File: src/rtl/mousetrap_pkg.sv
// Shared definitions for the MouseTrap injection arbiter.
//   - state encodings for the inject FSM
//   - clog2 helper for index/counter widths
//   - default data word width
package mousetrap_pkg;

  localparam logic [1:0] IDLE  = 2'd0;
  localparam logic [1:0] SETUP = 2'd1;
  localparam logic [1:0] WAIT  = 2'd2;

  localparam int unsigned DEFAULT_WORD_WIDTH = 32;

  typedef enum logic [1:0] {
    StIdle  = IDLE,
    StSetup = SETUP,
    StWait  = WAIT
  } state_e;

  // Number of bits needed to hold values 0..n-1 (0 for n <= 1).
  function automatic int unsigned clog2(input int unsigned n);
    int unsigned r;
    r = 0;
    while ((64'd1 << r) < 64'(n)) r = r + 1;
    return r;
  endfunction

endpackage

File: src/rtl/rr_arbiter.sv
// Combinational round-robin arbiter.
//   req : request vector
//   ptr : index of the last winner; search starts at ptr+1 and wraps
//   gnt : one-hot grant (all zero when no request)
//   idx : encoded index of the granted requester
module rr_arbiter
  import mousetrap_pkg::*;
#(
  parameter int unsigned N = 4,
  localparam int unsigned IW = clog2(N)
) (
  input  logic [N-1:0]  req,
  input  logic [IW-1:0] ptr,
  output logic [N-1:0]  gnt,
  output logic [IW-1:0] idx
);

  logic          found;
  logic [IW-1:0] cand;

  always_comb begin
    gnt   = '0;
    idx   = '0;
    found = 1'b0;
    cand  = '0;
    // Visit ptr+1, ptr+2, ..., ptr (mod N); first hit wins.
    for (int unsigned i = 1; i <= N; i++) begin
      cand = IW'((32'(ptr) + i) % N);
      if (!found && req[cand]) begin
        found     = 1'b1;
        gnt[cand] = 1'b1;
        idx       = cand;
      end
    end
  end

endmodule

File: src/rtl/mousetrap_inject_arbiter.sv
// Shares the input channel of a MouseTrap pipeline between NUM_REQ clocked requesters.
// A round-robin winner's word is latched, held for SETUP_CYCLES edges (bundling delay),
// then announced with a two-phase request. The next grant waits for the matching
// acknowledge phase, brought in through a SYNC_STAGES flop chain.
//   clk, reset        : clock, synchronous active-high reset
//   in_valid/in_data  : per-requester word offers (requester i at [i*WORD_WIDTH +: WORD_WIDTH])
//   in_ready          : one-hot grant, only while idle
//   chan_req/chan_data: two-phase request and bundled data, straight from flops
//   chan_ack          : two-phase acknowledge, asynchronous
//   grant_id          : last granted requester
//   busy              : FSM not idle
//   timeout_err       : sticky, set after TIMEOUT unacknowledged wait cycles
module mousetrap_inject_arbiter
  import mousetrap_pkg::*;
#(
  parameter int unsigned NUM_REQ      = 4,
  parameter int unsigned WORD_WIDTH   = DEFAULT_WORD_WIDTH,
  parameter int unsigned SETUP_CYCLES = 2,
  parameter int unsigned SYNC_STAGES  = 2,
  parameter int unsigned TIMEOUT      = 255,
  localparam int unsigned IdW = clog2(NUM_REQ)
) (
  input  logic                          clk,
  input  logic                          reset,
  input  logic [NUM_REQ-1:0]            in_valid,
  input  logic [NUM_REQ*WORD_WIDTH-1:0] in_data,
  output logic [NUM_REQ-1:0]            in_ready,
  output logic                          chan_req,
  output logic [WORD_WIDTH-1:0]         chan_data,
  input  logic                          chan_ack,
  output logic [IdW-1:0]                grant_id,
  output logic                          busy,
  output logic                          timeout_err
);

  localparam int unsigned CntW = clog2(SETUP_CYCLES + 1);
  localparam int unsigned TW   = clog2(TIMEOUT + 1);

  state_e                 state_q;
  logic [IdW-1:0]         ptr_q;
  logic [CntW-1:0]        cnt_q;
  logic [TW-1:0]          tcnt_q;
  logic [SYNC_STAGES-1:0] ack_sync_q;
  logic                   ack_s;

  logic [NUM_REQ-1:0]     win_gnt;
  logic [IdW-1:0]         win_idx;
  logic [WORD_WIDTH-1:0]  win_word;

  rr_arbiter #(
    .N(NUM_REQ)
  ) u_rr (
    .req(in_valid),
    .ptr(ptr_q),
    .gnt(win_gnt),
    .idx(win_idx)
  );

  // One-hot AND-OR select of the winner's word.
  always_comb begin
    win_word = '0;
    for (int i = 0; i < NUM_REQ; i++) begin
      if (win_gnt[i]) win_word = win_word | in_data[i*WORD_WIDTH +: WORD_WIDTH];
    end
  end

  assign ack_s    = ack_sync_q[SYNC_STAGES-1];
  assign in_ready = (state_q == StIdle) ? win_gnt : '0;
  assign busy     = (state_q != StIdle);

  always_ff @(posedge clk) begin
    if (reset) begin
      state_q     <= StIdle;
      chan_req    <= 1'b0;
      chan_data   <= '0;
      grant_id    <= '0;
      ptr_q       <= IdW'(NUM_REQ - 1);
      cnt_q       <= '0;
      tcnt_q      <= '0;
      timeout_err <= 1'b0;
      ack_sync_q  <= '0;
    end else begin
      ack_sync_q <= {ack_sync_q[SYNC_STAGES-2:0], chan_ack};
      case (state_q)
        StIdle: begin
          if (|in_valid) begin
            chan_data <= win_word;
            grant_id  <= win_idx;
            ptr_q     <= win_idx;
            cnt_q     <= '0;
            state_q   <= StSetup;
          end
        end
        StSetup: begin
          cnt_q <= cnt_q + 1'b1;
          if (cnt_q == CntW'(SETUP_CYCLES - 1)) begin
            chan_req <= ~chan_req;
            tcnt_q   <= '0;
            state_q  <= StWait;
          end
        end
        StWait: begin
          if (ack_s == chan_req) begin
            state_q <= StIdle;
          end else if (tcnt_q != TW'(TIMEOUT)) begin
            // Keep waiting forever; the token is never re-issued or dropped.
            tcnt_q <= tcnt_q + 1'b1;
            if (tcnt_q == TW'(TIMEOUT - 1)) timeout_err <= 1'b1;
          end
        end
        default: state_q <= StIdle;
      endcase
    end
  end

endmodule

File: config.mk
export PLATFORM = sky130hd
export DESIGN_NAME = mousetrap_inject_arbiter
export DESIGN_NICKNAME = d
export VERILOG_FILES = /design/src/rtl/mousetrap_pkg.sv /design/src/rtl/rr_arbiter.sv /design/src/rtl/mousetrap_inject_arbiter.sv
export SDC_FILE = /design/constraint.sdc
export NUM_CORES = 1
export LEC_CHECK = 0
export BUFFER_PORTS_ARGS = -buffer_cell sky130_fd_sc_hd__buf_4
export CELL_PAD_IN_SITES_DETAIL_PLACEMENT = 2
export CELL_PAD_IN_SITES_GLOBAL_PLACEMENT = 2
export CORE_UTILIZATION = 28
export CTS_BUF_LIST = sky130_fd_sc_hd__clkbuf_8
export DETAILED_ROUTE_END_ITERATION = 8
export HOLD_SLACK_MARGIN = 0.1
export PLACE_DENSITY_LB_ADDON = 0.2
export SLEW_MARGIN = 20
export SYNTH_ARGS = -nofsm -noshare
export SYNTH_HDL_FRONTEND = slang
export SYNTH_HIERARCHICAL = 1
export SYNTH_SLANG_ARGS = --single-unit
export TNS_END_PERCENT = 50
File: constraint.sdc
create_clock -name clk -period 5.8 [get_ports clk]
set_input_delay 1.16 -clock clk [delete_from_list [all_inputs] [get_ports clk]]
set_output_delay 1.16 -clock clk [all_outputs]
set_load 0.02 [all_outputs]
* Yosys cells after proc, flatten, opt, wreduce, memory -nomap -nowiden
Index checks and enable logic that the tools add are counted.
** Storage, ports and cells
- Register bits after elaboration :: 52
- Bits in latches :: 0
- RAM bits :: 0
- ROM bits :: 0
- Input port bits :: 135
- Word-level logic and storage cells :: 105
- Memories :: 0
** Cells by class
- Add/subtract/negate cells :: 6
- $mul :: 0
- Divide/modulo/power cells :: 0
- Order comparisons :: 8
- Equality and inequality tests :: 11
- Shift operators :: 0
- Muxes and demuxes :: 42
- Bitwise operators :: 8
- Reduce and logical (&&, ||, !) cells :: 21
** Operator list (count)
- $mux 32 :: 4
- $or 32x32->32 :: 3
- $mux 8 :: 3
- $mux 4 :: 5
- $mux 2 :: 8
- $pmux 8 s2 :: 1
- $lt 2x3->1 const B :: 4
- $or 4x4->4 :: 3
- $mux 1 :: 11
- $add 8x1->8 const B :: 1
- $bmux 1 s2 :: 4
- $demux 1 s2 :: 4
- $eq 8x8->1 const B :: 1
- $ge 2x1->1 const B :: 4
- $ne 2x2->1 const B :: 4
- $ne 8x8->1 const B :: 1
- $reduce_and 4->1 :: 2
- $logic_and 1x1->1 :: 7
- $add 2x1->2 const B :: 3
- $pmux 2 s3 :: 1
- $reduce_and 2->1 :: 3
- $reduce_bool 2->1 :: 3
- $add 2x2->2 const B :: 2
- $eq 2x1->1 const B :: 2
- other kinds (9) :: 12

* Logic depth before layout (Yosys ltp)
- Word-level depth :: 20
- Gate-level depth with buffers :: 12
- Mapped depth without buffers :: 8

* By module
The synthesis kept the hierarchy.
** By module, submodules not included
- mousetrap_inject_arbiter :: instances 1, cells an instance 298, area an instance 2777.7 sq um, sequential area each 1041.0 sq um
- rr_arbiter :: instances 1, cells an instance 68, area an instance 545.5 sq um, sequential area each 0.0 sq um

* Least setup slack after synthesis
Ideal clock, no wire load.
- Path type :: input to output
- Start point :: input in_valid[3]
- End point :: output in_ready[1]
- Arrival time :: 2.978 ns
- Data required time :: 4.640 ns
- Path slack :: 1.662 ns
- Cell stages on the path :: 7
- Path buffers :: 3
- Cell sequence :: buf_6 > mux4_2 > a211oi_2 > a221o_2 > clkbuf_1 > clkbuf_1 > and2_1
** Between the ends
- Longest elaborated chain between the ends :: 13
- Elaborated cells on any way between the ends :: 25
- Those cells by class :: mux: 16; bitwise: 3; reduce/logical: 6
** RTL lines
- from (decl) :: line mousetrap_inject_arbiter.sv:25 : input logic [NUM_REQ-1:0] in_valid,
- $bmux 1 s2 :: line rr_arbiter.sv:29 : if (!found && req[cand]) begin
- $mux 1 (not written as such) :: line rr_arbiter.sv:29
- $mux 1 :: line rr_arbiter.sv:29
- $logic_not 1->1 :: line rr_arbiter.sv:29
- $logic_and 1x1->1 :: line rr_arbiter.sv:29
- $mux 1 :: line rr_arbiter.sv:29
- $logic_not 1->1 :: line rr_arbiter.sv:29
- $logic_and 1x1->1 :: line rr_arbiter.sv:29
- $mux 1 :: line rr_arbiter.sv:29
- $logic_not 1->1 :: line rr_arbiter.sv:29
- $logic_and 1x1->1 :: line rr_arbiter.sv:29
- $mux 4 (*) :: line rr_arbiter.sv:29
- net win_gnt[1] :: line mousetrap_inject_arbiter.sv:46 : logic [NUM_REQ-1:0] win_gnt;
- $mux 4 (*) :: line mousetrap_inject_arbiter.sv:68 : assign in_ready = (state_q == StIdle) ? win_gnt : '0;
- to (decl) :: line mousetrap_inject_arbiter.sv:27 : output logic [NUM_REQ-1:0] in_ready,
Mark *: on every way through the listed nets, which the timed path passes. The rest lies on a longest branch. The select of a mux whose other input is x is not followed.

* Worst setup path after layout
- Start point :: register ptr_q[0]
- End point :: output in_ready[2]
** Between the ends
- Longest elaborated chain between the ends :: 14
- Elaborated cells on any way between the ends :: 49
- Those cells by class :: add/sub: 4; order compare: 8; mux: 24; bitwise: 3; reduce/logical: 10
** RTL lines
- from (decl) :: line mousetrap_inject_arbiter.sv:40 : logic [IdW-1:0] ptr_q;
- from (signal assigned) :: line mousetrap_inject_arbiter.sv:77 : ptr_q <= IdW'(NUM_REQ - 1);
- from (signal assigned) :: line mousetrap_inject_arbiter.sv:89 : ptr_q <= win_idx;
- branches (longest 12 deep; another with $lt 2x3->1)
- $mux 4 (*) :: line rr_arbiter.sv:29
- net win_gnt[2] :: line mousetrap_inject_arbiter.sv:46
- $mux 4 (*) :: line mousetrap_inject_arbiter.sv:68
Mark *: on every way through the listed nets, which the timed path passes. The select of a mux whose other input is x is not followed.

==> impl_metrics.env <==
export IMPL_ctsRootBufferMaster="clkbuf_8"
export IMPL_drive_gt1_share_pct=41.94
export IMPL_grt_max_degree=52
export IMPL_max_vdd_ir_drop_uv=116.0
export IMPL_syn_num_nets=512
export IMPL_fin_crit_ps=4830
export IMPL_finalSetupViolCount=0
export IMPL_fin_crit_sh_pct=83.28
export IMPL_fmax_mhz=207.0
export IMPL_grt_pass1_wl_um=21650
export IMPL_hold_buffers=0
export IMPL_ys_types=54
export IMPL_grtUsageTotal_pct=22.01
export IMPL_place_hpwl_um=9683
export IMPL_rsz0062_at_grt="false"
export IMPL_max_stage_delay_ps=800
export IMPL_rows=39
export IMPL_maxCapViolations=0
export IMPL_critPathTopFamily="compound AO/OA/AOI/OAI gates"
export IMPL_finClkSkew_ps=6.587
export IMPL_fillers=1290
export IMPL_tightest_slew_ps=730.0
export IMPL_ys_ff_latch=52
export IMPL_io_buffers=175
export IMPL_yosys_warnings=6
export IMPL_postCtsSetupRepairBufs=0
export IMPL_crit_chain="inv_1 -> ha_1 -> mux4_2 -> o21ai_0 -> a221o_2 -> and2_1 -> buf_4"
export IMPL_synth_cell_area_um2=3323
export IMPL_grtUsageMet2_pct=39.62
export IMPL_timing_hold_ws_ps=457.6
export IMPL_wire_per_inst_um=20.27
export IMPL_relSlewSlack_pct=51.26
export IMPL_cts_tree="built"
export IMPL_num_vias=3722
export IMPL_globalplace_congestion=0.7848
export IMPL_tns_ps=0
export IMPL_worstSetupPathType="reg2out"
export IMPL_cts_sinks=52
export IMPL_ys_flop_type="dfxtp_1"
export IMPL_drt_wl_total_um=13340
export IMPL_syn_inst=366
export IMPL_synth_most_common_cell="a22oi_1"
export IMPL_synth_common_cells="a22oi_1 (67), dfxtp_1 (52), a311oi_1 (32), a21oi_1 (26), clkbuf_1 (22)"
export IMPL_synth_area_leader_cell="dfxtp_1"
export IMPL_die_y_um=110.9
export IMPL_crit_required_ps=4640
export IMPL_clk_latency_ps=310
export IMPL_grt_pass1_vias=4011
export IMPL_cts_buffer_depth=2
export IMPL_use_met1_pct=26.13
export IMPL_finalHoldViolCount=0
export IMPL_start_kind="register"
export IMPL_cpMaxStageDelayCell="dfxtp_1"
export IMPL_numCtsBuffers=5
export IMPL_drc=28
export IMPL_cts_max_level=2
export IMPL_critPathBufInv=2
export IMPL_r2r_setup_slack_ps=2180
export IMPL_total_power_w=0.001416
export IMPL_vias_per_cell=5.657
export IMPL_grt_remaining_overflow=0
export IMPL_outcome="finished with violations"
export IMPL_synth_area_per_cell_um2=9.080
export IMPL_end_kind="output pin"
export IMPL_nets=660
export IMPL_path_max_fanout=33
export IMPL_synth_area_leaders="dfxtp_1 (31%), a22oi_1 (15%), a311oi_1 (8.4%)"
export IMPL_start_util_pct=28.86
export IMPL_io_pins=176
export IMPL_antenna_found_initial=0
export IMPL_postLayoutCoreUtil_pct=41.22
export IMPL_synth_edf_count=0
export IMPL_hold_class="reg2reg"
export IMPL_violations="DRC"
export IMPL_post_synth_top_area_fraction_pct=31.33
export IMPL_clk_pin_slew_ps=100
export IMPL_dieArea_um2=12310
export IMPL_dr_first_iter_drc_count=224
export IMPL_slew_viol_final=0
export IMPL_cellPowerDensity_nw_per_um2=298.2
export IMPL_core_region_area_um2=11520
export IMPL_post_cts_resized=0
export IMPL_die_w_um=110.9
export IMPL_diodes=0
export IMPL_yosysSeqAreaShare_pct=31.33
export IMPL_leakage_nw=1.951
export IMPL_top_usage_layer="met2"
export IMPL_critPathArrivalTime_ps=3670
export IMPL_drt_pre_antenna_iters=8
export IMPL_ant_nets=0
export IMPL_grt_util_met3_pct=4.647
export IMPL_synth_async_sr_flop_share_pct=0
export IMPL_area_growth_pct=42.85
## routing by layer
metal	share of wire (%)	up-vias	wire [µm]
met2	51	125	6783
met5	0	-	0
met3	5.8	19	777
li1	-	1763	-
met1	41	1815	5486
met4	2.2	0	290
## through the flow
step	cells	area [µm²]	worst slack, ps
after floorplan	366	3323	1662
final	658	4747	969.7
after global routing	658	4747	722.3
after detailed placement	650	4639	1312
after global placement	650	4639	1396
after CTS	658	4747	1026
## cell families (layout without fill, tap and decap cells)
logic type      after synthesis  count (layout)  synth area share [%]
buf+inv                      45             194                 7.304
fa+ha+maj                    11              11                 4.142
simple gates                 72              72                 13.63
flops                        52              52                 31.33
compound gates              176             176                 39.91
mux                           7               7                 2.899
xor+xnor                      3               3                0.7908
## power by group
group          total [W]  switching [W]  internal (W)
sequential      0.000463      0.0000476      0.000415
clock           0.000254       0.000127      0.000127
combinational   0.000699       0.000397      0.000301
## area by class of cell
type,count,area (µm²),share of cell area (%)
Sequential cell,52,1041,21.93
Tap cell,143,178.9,3.769
Timing Repair Buffer,179,1344,28.31
Inverter,7,26.28,0.5535
Clock inverter,3,38.79,0.8171
Multi-Input combinational cell,269,2049,43.17
Clock buffer,5,68.82,1.450
## state kept, by name, summed over array words and instances (netlist names)
signal and cells:
timeout_err 1, grant_id 2, chan_req 1, state_q 2
ptr_q 2, tcnt_q 8, ack_sync_q 2, cnt_q 2
chan_data 32
## placed cells by master, fill, tap and decap left out, drive strengths merged, types with 2 or more instances in the layout
cell	netlist	layout
mux4	2	2
a221o	4	4
a21oi	38	38
nand2	13	13
clkbuf	22	5
a311oi	32	32
buf	16	179
and3	3	3
and2	5	5
a22oi	67	67
nor2	8	8
o21ai	10	10
a41oi	4	4
a211oi	6	6
inv	7	8
nand3	4	4
nor2b	9	9
xor2	2	2
nor4	3	3
o211ai	5	5
a31oi	3	3
or3b	2	2
nor3	2	2
or3	2	2
a221oi	2	2
nand2b	5	5
ha	11	11
nand3b	7	7
mux2i	4	4
dfxtp	52	52
## path summary, 6_finish.rpt
check,cells past startpoint,endpoint,start
worst max-delay path,7,in_ready[2],ptr_q[0]$_SDFFE_PP1P_
worst min-delay path,1,ack_sync_q[1]$_SDFF_PP0_,ack_sync_q[0]$_SDFF_PP0_
worst max register to register,7,chan_data[14]$_SDFFE_PP0P_,ptr_q[0]$_SDFFE_PP1P_
worst min register to register,1,ack_sync_q[1]$_SDFF_PP0_,ack_sync_q[0]$_SDFF_PP0_
(Power assumes the default switching activity.)
